### src/rtl/mem_port_arbiter.sv
// rtl/mem_port_arbiter.sv - round-robin arbiter between core and loader onto one synchronous memory port
// One access at a time: IDLE grants, ACCESS issues a single mem_en beat then waits MEM_LAT cycles, DONE acks.
module mem_port_arbiter #(
  parameter int ADDR_W  = 32,
  parameter int DATA_W  = 32,
  parameter int MEM_LAT = 1
) (
  input  logic              clk,
  input  logic              rst,
  input  logic              core_req,
  input  logic              core_we,
  input  logic [ADDR_W-1:0] core_addr,
  input  logic [DATA_W-1:0] core_wdata,
  output logic              core_ack,
  output logic              core_stall,
  input  logic              ld_req,
  input  logic              ld_we,
  input  logic [ADDR_W-1:0] ld_addr,
  input  logic [DATA_W-1:0] ld_wdata,
  output logic              ld_ack,
  output logic [DATA_W-1:0] rdata,
  output logic              mem_en,
  output logic              mem_we,
  output logic [ADDR_W-1:0] mem_addr,
  output logic [DATA_W-1:0] mem_wdata,
  input  logic [DATA_W-1:0] mem_rdata
);

  localparam logic [2:0] LAT_C = 3'(MEM_LAT);

  typedef enum logic [1:0] {
    S_IDLE   = 2'd0,
    S_ACCESS = 2'd1,
    S_DONE   = 2'd2
  } state_t;

  state_t            r_state;
  state_t            w_next;
  logic [2:0]        r_cnt;
  logic              r_last_ld;
  logic              r_win_ld;
  logic              r_we;
  logic [ADDR_W-1:0] r_addr;
  logic [DATA_W-1:0] r_wdata;
  logic [DATA_W-1:0] r_rdata;
  logic              w_grant;
  logic              w_grant_ld;
  logic              w_cap;

  // On a tie the requester that did not win last time gets the port.
  always_comb begin
    w_grant_ld = ld_req;
    if (core_req && ld_req) begin
      w_grant_ld = ~r_last_ld;
    end
  end

  assign w_grant = (r_state == S_IDLE) && (core_req || ld_req);
  assign w_cap   = (r_state == S_ACCESS) && (r_cnt == LAT_C);

  always_ff @(posedge clk or posedge rst) begin
    if (rst) begin
      r_state <= S_IDLE;
    end else begin
      r_state <= w_next;
    end
  end

  always_comb begin
    w_next = S_IDLE;
    case (r_state)
      S_IDLE:   w_next = w_grant ? S_ACCESS : S_IDLE;
      S_ACCESS: w_next = w_cap ? S_DONE : S_ACCESS;
      S_DONE:   w_next = S_IDLE;
      default:  w_next = S_IDLE;
    endcase
  end

  always_ff @(posedge clk or posedge rst) begin
    if (rst) begin
      r_cnt     <= 3'd0;
      r_last_ld <= 1'b1;
      r_win_ld  <= 1'b0;
      r_we      <= 1'b0;
      r_addr    <= '0;
      r_wdata   <= '0;
      r_rdata   <= '0;
    end else begin
      if (w_grant) begin
        r_cnt     <= 3'd0;
        r_last_ld <= w_grant_ld;
        r_win_ld  <= w_grant_ld;
        r_we      <= w_grant_ld ? ld_we : core_we;
        r_addr    <= w_grant_ld ? ld_addr : core_addr;
        r_wdata   <= w_grant_ld ? ld_wdata : core_wdata;
      end else if (r_state == S_ACCESS) begin
        r_cnt <= r_cnt + 3'd1;
      end
      // Writes leave the last read data in place.
      if (w_cap && !r_we) begin
        r_rdata <= mem_rdata;
      end
    end
  end

  always_comb begin
    mem_en   = 1'b0;
    core_ack = 1'b0;
    ld_ack   = 1'b0;
    case (r_state)
      S_ACCESS: mem_en = (r_cnt == 3'd0);
      S_DONE: begin
        core_ack = ~r_win_ld;
        ld_ack   = r_win_ld;
      end
      default: ;
    endcase
  end

  assign mem_we     = mem_en & r_we;
  assign mem_addr   = r_addr;
  assign mem_wdata  = r_wdata;
  assign rdata      = r_rdata;
  assign core_stall = core_req & ~core_ack;

endmodule

### config.mk
export PLATFORM = sky130hd
export DESIGN_NAME = mem_port_arbiter
export DESIGN_NICKNAME = d
export VERILOG_FILES = /design/src/rtl/mem_port_arbiter.sv
export SDC_FILE = /design/constraint.sdc
export NUM_CORES = 1
export LEC_CHECK = 0
export BUFFER_PORTS_ARGS = -buffer_cell sky130_fd_sc_hd__buf_2
export CAP_MARGIN = 10
export CORE_MARGIN = 2
export CORE_UTILIZATION = 25
export CTS_CLUSTER_DIAMETER = 60
export DETAILED_ROUTE_END_ITERATION = 8
export PLACE_DENSITY = 0.59
export SLEW_MARGIN = 30
export SYNTH_ARGS = -nofsm -noshare
export SYNTH_HDL_FRONTEND = slang
export SYNTH_SLANG_ARGS = --single-unit
### constraint.sdc
create_clock -name clk -period 10.9 [get_ports clk]
set_clock_uncertainty 0.15 [all_clocks]
set_input_delay 2.18 -clock clk [delete_from_list [all_inputs] [get_ports clk]]
set_output_delay 2.18 -clock clk [all_outputs]
set_load 0.01 [all_outputs]
Word-level counts from Yosys, hierarchy flattened
Index checks and enable logic that the tools add are counted.
- register bits: 104
- latch bits: 0
- memory bits (writable): 0
- bits in read-only memories: 0
- input port bits: 166
- output and inout bits: 101
- logic and storage cells: 38
- memories kept: 0
- $add $sub $neg: 1
- $mul: 0
- divide/modulo/power cells: 0
- order comparisons: 0
- equal/unequal tests: 3
- shifts and indexed selects: 0
- mux-type cells: 12
- bitwise logic cells: 5
- reductions and logical operators: 9
- operators with widths (cell ; number):
    $mux 32 ; 2
    $mux 1 ; 6
    $mux 3 ; 2
    $logic_and 1x1->1 ; 4
    $pmux 2 s2 ; 1
    $add 3x1->3 const B ; 1
    $eq 3x1->1 const B ; 1
    $logic_not 3->1 ; 1
    $not 1->1 ; 3
    $and 1x1->1 ; 2
    $eq 2x1->1 const B ; 1
    $eq 2x2->1 const B ; 1
    $logic_not 2->1 ; 1
    $mux 2 ; 1
    $reduce_bool 2->1 ; 1
    $logic_not 1->1 ; 1
    $logic_or 1x1->1 ; 1

Logic depth before layout (Yosys ltp)
- depth in word-level cells: 4
- mapped depth: 6
- gate-level depth less buffers: 5

Worst setup path after synthesis
No wires, ideal clock.
- path kind: in2out
- start: in core_req
- end: out core_stall
- arrival time: 2.377 ns
- required time: 8.570 ns
- slack: 6.193 ns
- stages: 1
- path buffers: 0
- cell sequence: nor2b_1
- longest elaborated chain between the ends: 1
- ends and longest elaborated chain (what ; RTL line ; source):
    start: declaration ; 10 ; input logic core_req,
    $and 1x1->1 ; 124 ; assign core_stall = core_req & ~core_ack;
    end: declaration ; 15 ; output logic core_stall,
No other way between the ends.

Worst setup path after layout
Ends and elaborated chain as after synthesis.

==> impl_summary.log <==
[metrics] number of sinks on the clock net: 104
[metrics] Period minus WS final: 4.90 ns
[metrics] CTS tree: built
[metrics] mean instance size in the synthesized netlist: 16.5 um2
[metrics] flops & latches, synth: 104
[metrics] hold path endpoint: rdata[2]
[metrics] diodes inserted: 0
[metrics] count of mapped cells out of synthesis: 317
[metrics] number of placed cells counting well taps: 839
[metrics] worst-case register-to-register setup slack: 8.23 ns
[metrics] maximum level of the CTS H-tree: 3
[metrics] Crit. End Element: primary output
[metrics] Max Root-Sink Buffers: 2
[metrics] area used by multi-input combinational logic: 2410 um2
[metrics] status: complete, no violations
[metrics] layout-stage area growth over the synthesis result: 35.0%
[metrics] Max-Slew Margin vs Limit: 48.7%
[metrics] number of iterations in the first detailed-routing pass: 4
[metrics] largest net degree at the start of global routing: 74
[metrics] adder-cell share of the synthesized area: 0.719%
[metrics] fraction of final layout cells with drive strength greater than 1: 76.9%
[metrics] total power density per cell area: 272 nW/um2
[metrics] post-synth design cell area: 5220 um2
[metrics] DR vias: 3510
[metrics] clock latency on the worst-skew pair: 0.34 ns
[metrics] starting utilization of the core area: 25.6%
[metrics] count of yosys warnings during synthesis: 0
[metrics] detailed-route wire length per cell: 14.4 um
[metrics] global-route usage over all layers: 11.0%
[metrics] relative contribution of sequential cells to total power: 36.2%
[metrics] post-route antenna net violation count: 0
[metrics] RSZ-0062 raised after global routing: false
[metrics] number of synthesized flops with an enable pin: 0
[metrics] instance count along the most critical hold path: 1
[metrics] CP Data Required Time: 8.57 ns
[metrics] width of the die: 149 um
[metrics] synthesized netlist net count: 486
[metrics] leading area contributor after synthesis: sky130_fd_sc_hd__dfrtp_1
[metrics] beginning of the worst register-to-register path: r_last_ld
[metrics] Tightest Hold Check Type: flop to flop
[metrics] row cnt: 52
[metrics] Logic pwr share: 46.5%
[metrics] Max-cap violations: 0
[metrics] Crit Path Class: input port to primary output
[metrics] number of setup buffers added after CTS: 0
[metrics] period utilisation layout: 44.9%
[metrics] via count of the first global-routing pass: 3713
[metrics] total net switching power: 0.630 mW
[metrics] multiplexer share of the synthesized area: 42.4%
[metrics] transition time at the pin with the least slew margin: 0.769 ns
[metrics] leading register cell type out of synthesis: sky130_fd_sc_hd__dfrtp_1
[metrics] hold buffer count at cts: 0
[metrics] half-perimeter wire length after detailed placement: 8950 um
[metrics] Post-CTS Resized: 0
[metrics] internal power: 1.29 mW
[metrics] maximum ir drop on the vdd rail: 0.118 mV
[metrics] core outline area: 20400 um2
[metrics] combinational family with the most area after synthesis: multiplexers
[metrics] antenna violations before repair: 0
[metrics] die area: 22100 um2
[metrics] Reg area: 2600 um2
[metrics] post-synthesis compound-gate area fraction: 0.719%
[metrics] Setup violations, final: 0
[metrics] Top Ports: 267
[metrics] clock edge transition at the registers on the reported setup and hold paths: 0.07 ns
[metrics] endpoints failing hold: 0
[metrics] non-filler cells in the finished layout: 855
[metrics] logic depth of the worst register-to-register path: 4
[metrics] final-layout setup total negative slack: 0 ns
[metrics] number of buffers inserted by port buffering: 266
[metrics] data arrival time of the critical path: 2.57 ns
[metrics] remaining global-route overflow: 0
[metrics] peak clock frequency supported by timing: 204 MHz
[metrics] detailed router's first-iteration violation count: 67
[metrics] Synth Area in XOR/XNOR: 0.168%
[metrics] simple-gate share of the synthesized area: 2.09%
[metrics] number of distinct library cells after synthesis: 28
[metrics] leakage power summed over all cells: 3.61 nW
[metrics] biggest area contributors in the synthesized netlist: sky130_fd_sc_hd__dfrtp_1 (49%), sky130_fd_sc_hd__mux2_4 (28%), sky130_fd_sc_hd__mux2_2 (14%), sky130_fd_sc_hd__buf_12 (1.9%), sky130_fd_sc_hd__buf_4 (1.0%)
[metrics] GP Congestion: 0.691
[metrics] r2r endpoint: mem_addr[30]
[metrics] beginning of the worst hold path: rdata[2]
[metrics] top fanout value on the critical path: 4
[metrics] share of Yosys cell area claimed by the top area cell type: 49.4%
[metrics] remaining design rule violation count: 0
[metrics] sequential share of the synthesized area: 49.9%
[metrics] clock share of power: 17.2%
[metrics] detailed-route wire length: 12300 um
[metrics] fin. max-slew vios: 0
[metrics] post-synthesis async set-or-reset flop share: 100%
[metrics] Chip Height: 149 um
[metrics] routed vias/inst: 4.11
[metrics] number of filler instances in the final layout: 2005
[metrics] TritonCTS buffer count: 9
[metrics] final-stage net count: 749
[metrics] switching power share of the total: 32.9%
[metrics] CTS root buf: sky130_fd_sc_hd__clkbuf_16
[metrics] wire length of the first global-routing pass: 19000 um
[metrics] startpoint class of the critical path: input port
-- cells in the final DEF, fill, tap and decap left out, drive strengths merged, types with 2 or more instances in the layout --
master,n
buf,270
clkbuf,14
dfrtp,103
ha,3
inv,6
mux2,162
mux2i,2
nand2,2
nand2b,2
nor2,3
nor3,3
nor3b,2
-- routing by layer --
metal / track usage (%) / part of all wire, %
met1: 12.2 / 39
met2: 19.7 / 52
met3: 3.47 / 7.5
met4: 4.05 / 2.0
met5: 0 / 0
-- power by group through the flow --
stage | sequential, mW | combinational (mW) | clock (mW)
CTS | 0.696 | 0.908 | 0.349
global placement | 0.700 | 0.896 | 0
finish | 0.694 | 0.891 | 0.330
detailed placement | 0.697 | 0.908 | 0
global route | 0.722 | 0.959 | 0.361
floorplan | 0.780 | 0.532 | 0
-- layout make-up --
class,count,area share [%]
Clock buffer,14,3.75
Clock inverter,2,0.533
Inverter,6,0.355
Multi-Input combinational cell,189,34.2
Sequential cell,104,36.9
Tap cell,270,4.79
Timing Repair Buffer,270,19.4
-- through the flow --
| step | area, um2 | utilization, % | setup WS [ns] | hold slack [ns] | total power, mW |
|---|---|---|---|---|---|
| 6_report | 7050 | 34.6 | 6.00 | 0.345 | 1.92 |
| 5_1_grt | 7050 | 34.6 | 5.98 | 0.366 | 2.04 |
| 4_1_cts | 7050 | 34.6 | 6.00 | 0.353 | 1.95 |
| 3_5_place_dp | 6750 | 33.1 | 6.00 | 0.336 | 1.60 |
| 3_3_place_gp | 6740 | 33.1 | 6.01 | 0.316 | 1.60 |
| 2_1_floorplan | 5220 | - | 5.84 | 0.346 | 1.31 |
-- worst max-delay path, stage by stage --
cell	delay, ns
sky130_fd_sc_hd__buf_2	0.12
sky130_fd_sc_hd__nor2b_1	0.12
sky130_fd_sc_hd__buf_2	0.15
-- worst max path at each step --
| stage | depth (start not counted) | end | startpoint |
|---|---|---|---|
| after global placement | 3 | core_stall | core_req |
| after global routing | 3 | core_stall | core_req |
| after detailed placement | 3 | core_stall | core_req |
| after floorplan | 1 | mem_addr[0] | rst |
| after CTS | 3 | core_stall | core_req |
| final | 3 | core_stall | core_req |
-- synth_stat cells, types with 2 or more instances --
cell and count:
sky130_fd_sc_hd__dfrtp_1 103, sky130_fd_sc_hd__mux2_4 98, sky130_fd_sc_hd__mux2_2 63, sky130_fd_sc_hd__buf_4 7, sky130_fd_sc_hd__inv_1 6, sky130_fd_sc_hd__buf_12 5, sky130_fd_sc_hd__buf_2 5, sky130_fd_sc_hd__ha_1 3
sky130_fd_sc_hd__nor2_1 3, sky130_fd_sc_hd__mux2i_1 2, sky130_fd_sc_hd__nand2_1 2, sky130_fd_sc_hd__nand2b_1 2, sky130_fd_sc_hd__nor3_4 2, sky130_fd_sc_hd__nor3b_1 2
-- flip-flops by register name, summed over array words and instances, names as in the netlist --
name / count
r_last_ld: 1
rdata: 32
r_state: 2
r_cnt: 3
r_we: 1
r_win_ld: 1
mem_wdata: 32
mem_addr: 32
-- cells by family (layout without fill, tap and decap cells) --
family / Yosys count / in the layout
AND/OR/NAND/NOR: 16 / 16
buffers and inverters: 24 / 292
adder cells (fa/ha/maj): 3 / 3
multiplexers: 164 / 164
XOR/XNOR: 1 / 1
flip-flops: 104 / 104
AO/OA/AOI/OAI: 5 / 5
Note: power is estimated with default switching activity, not from simulation.
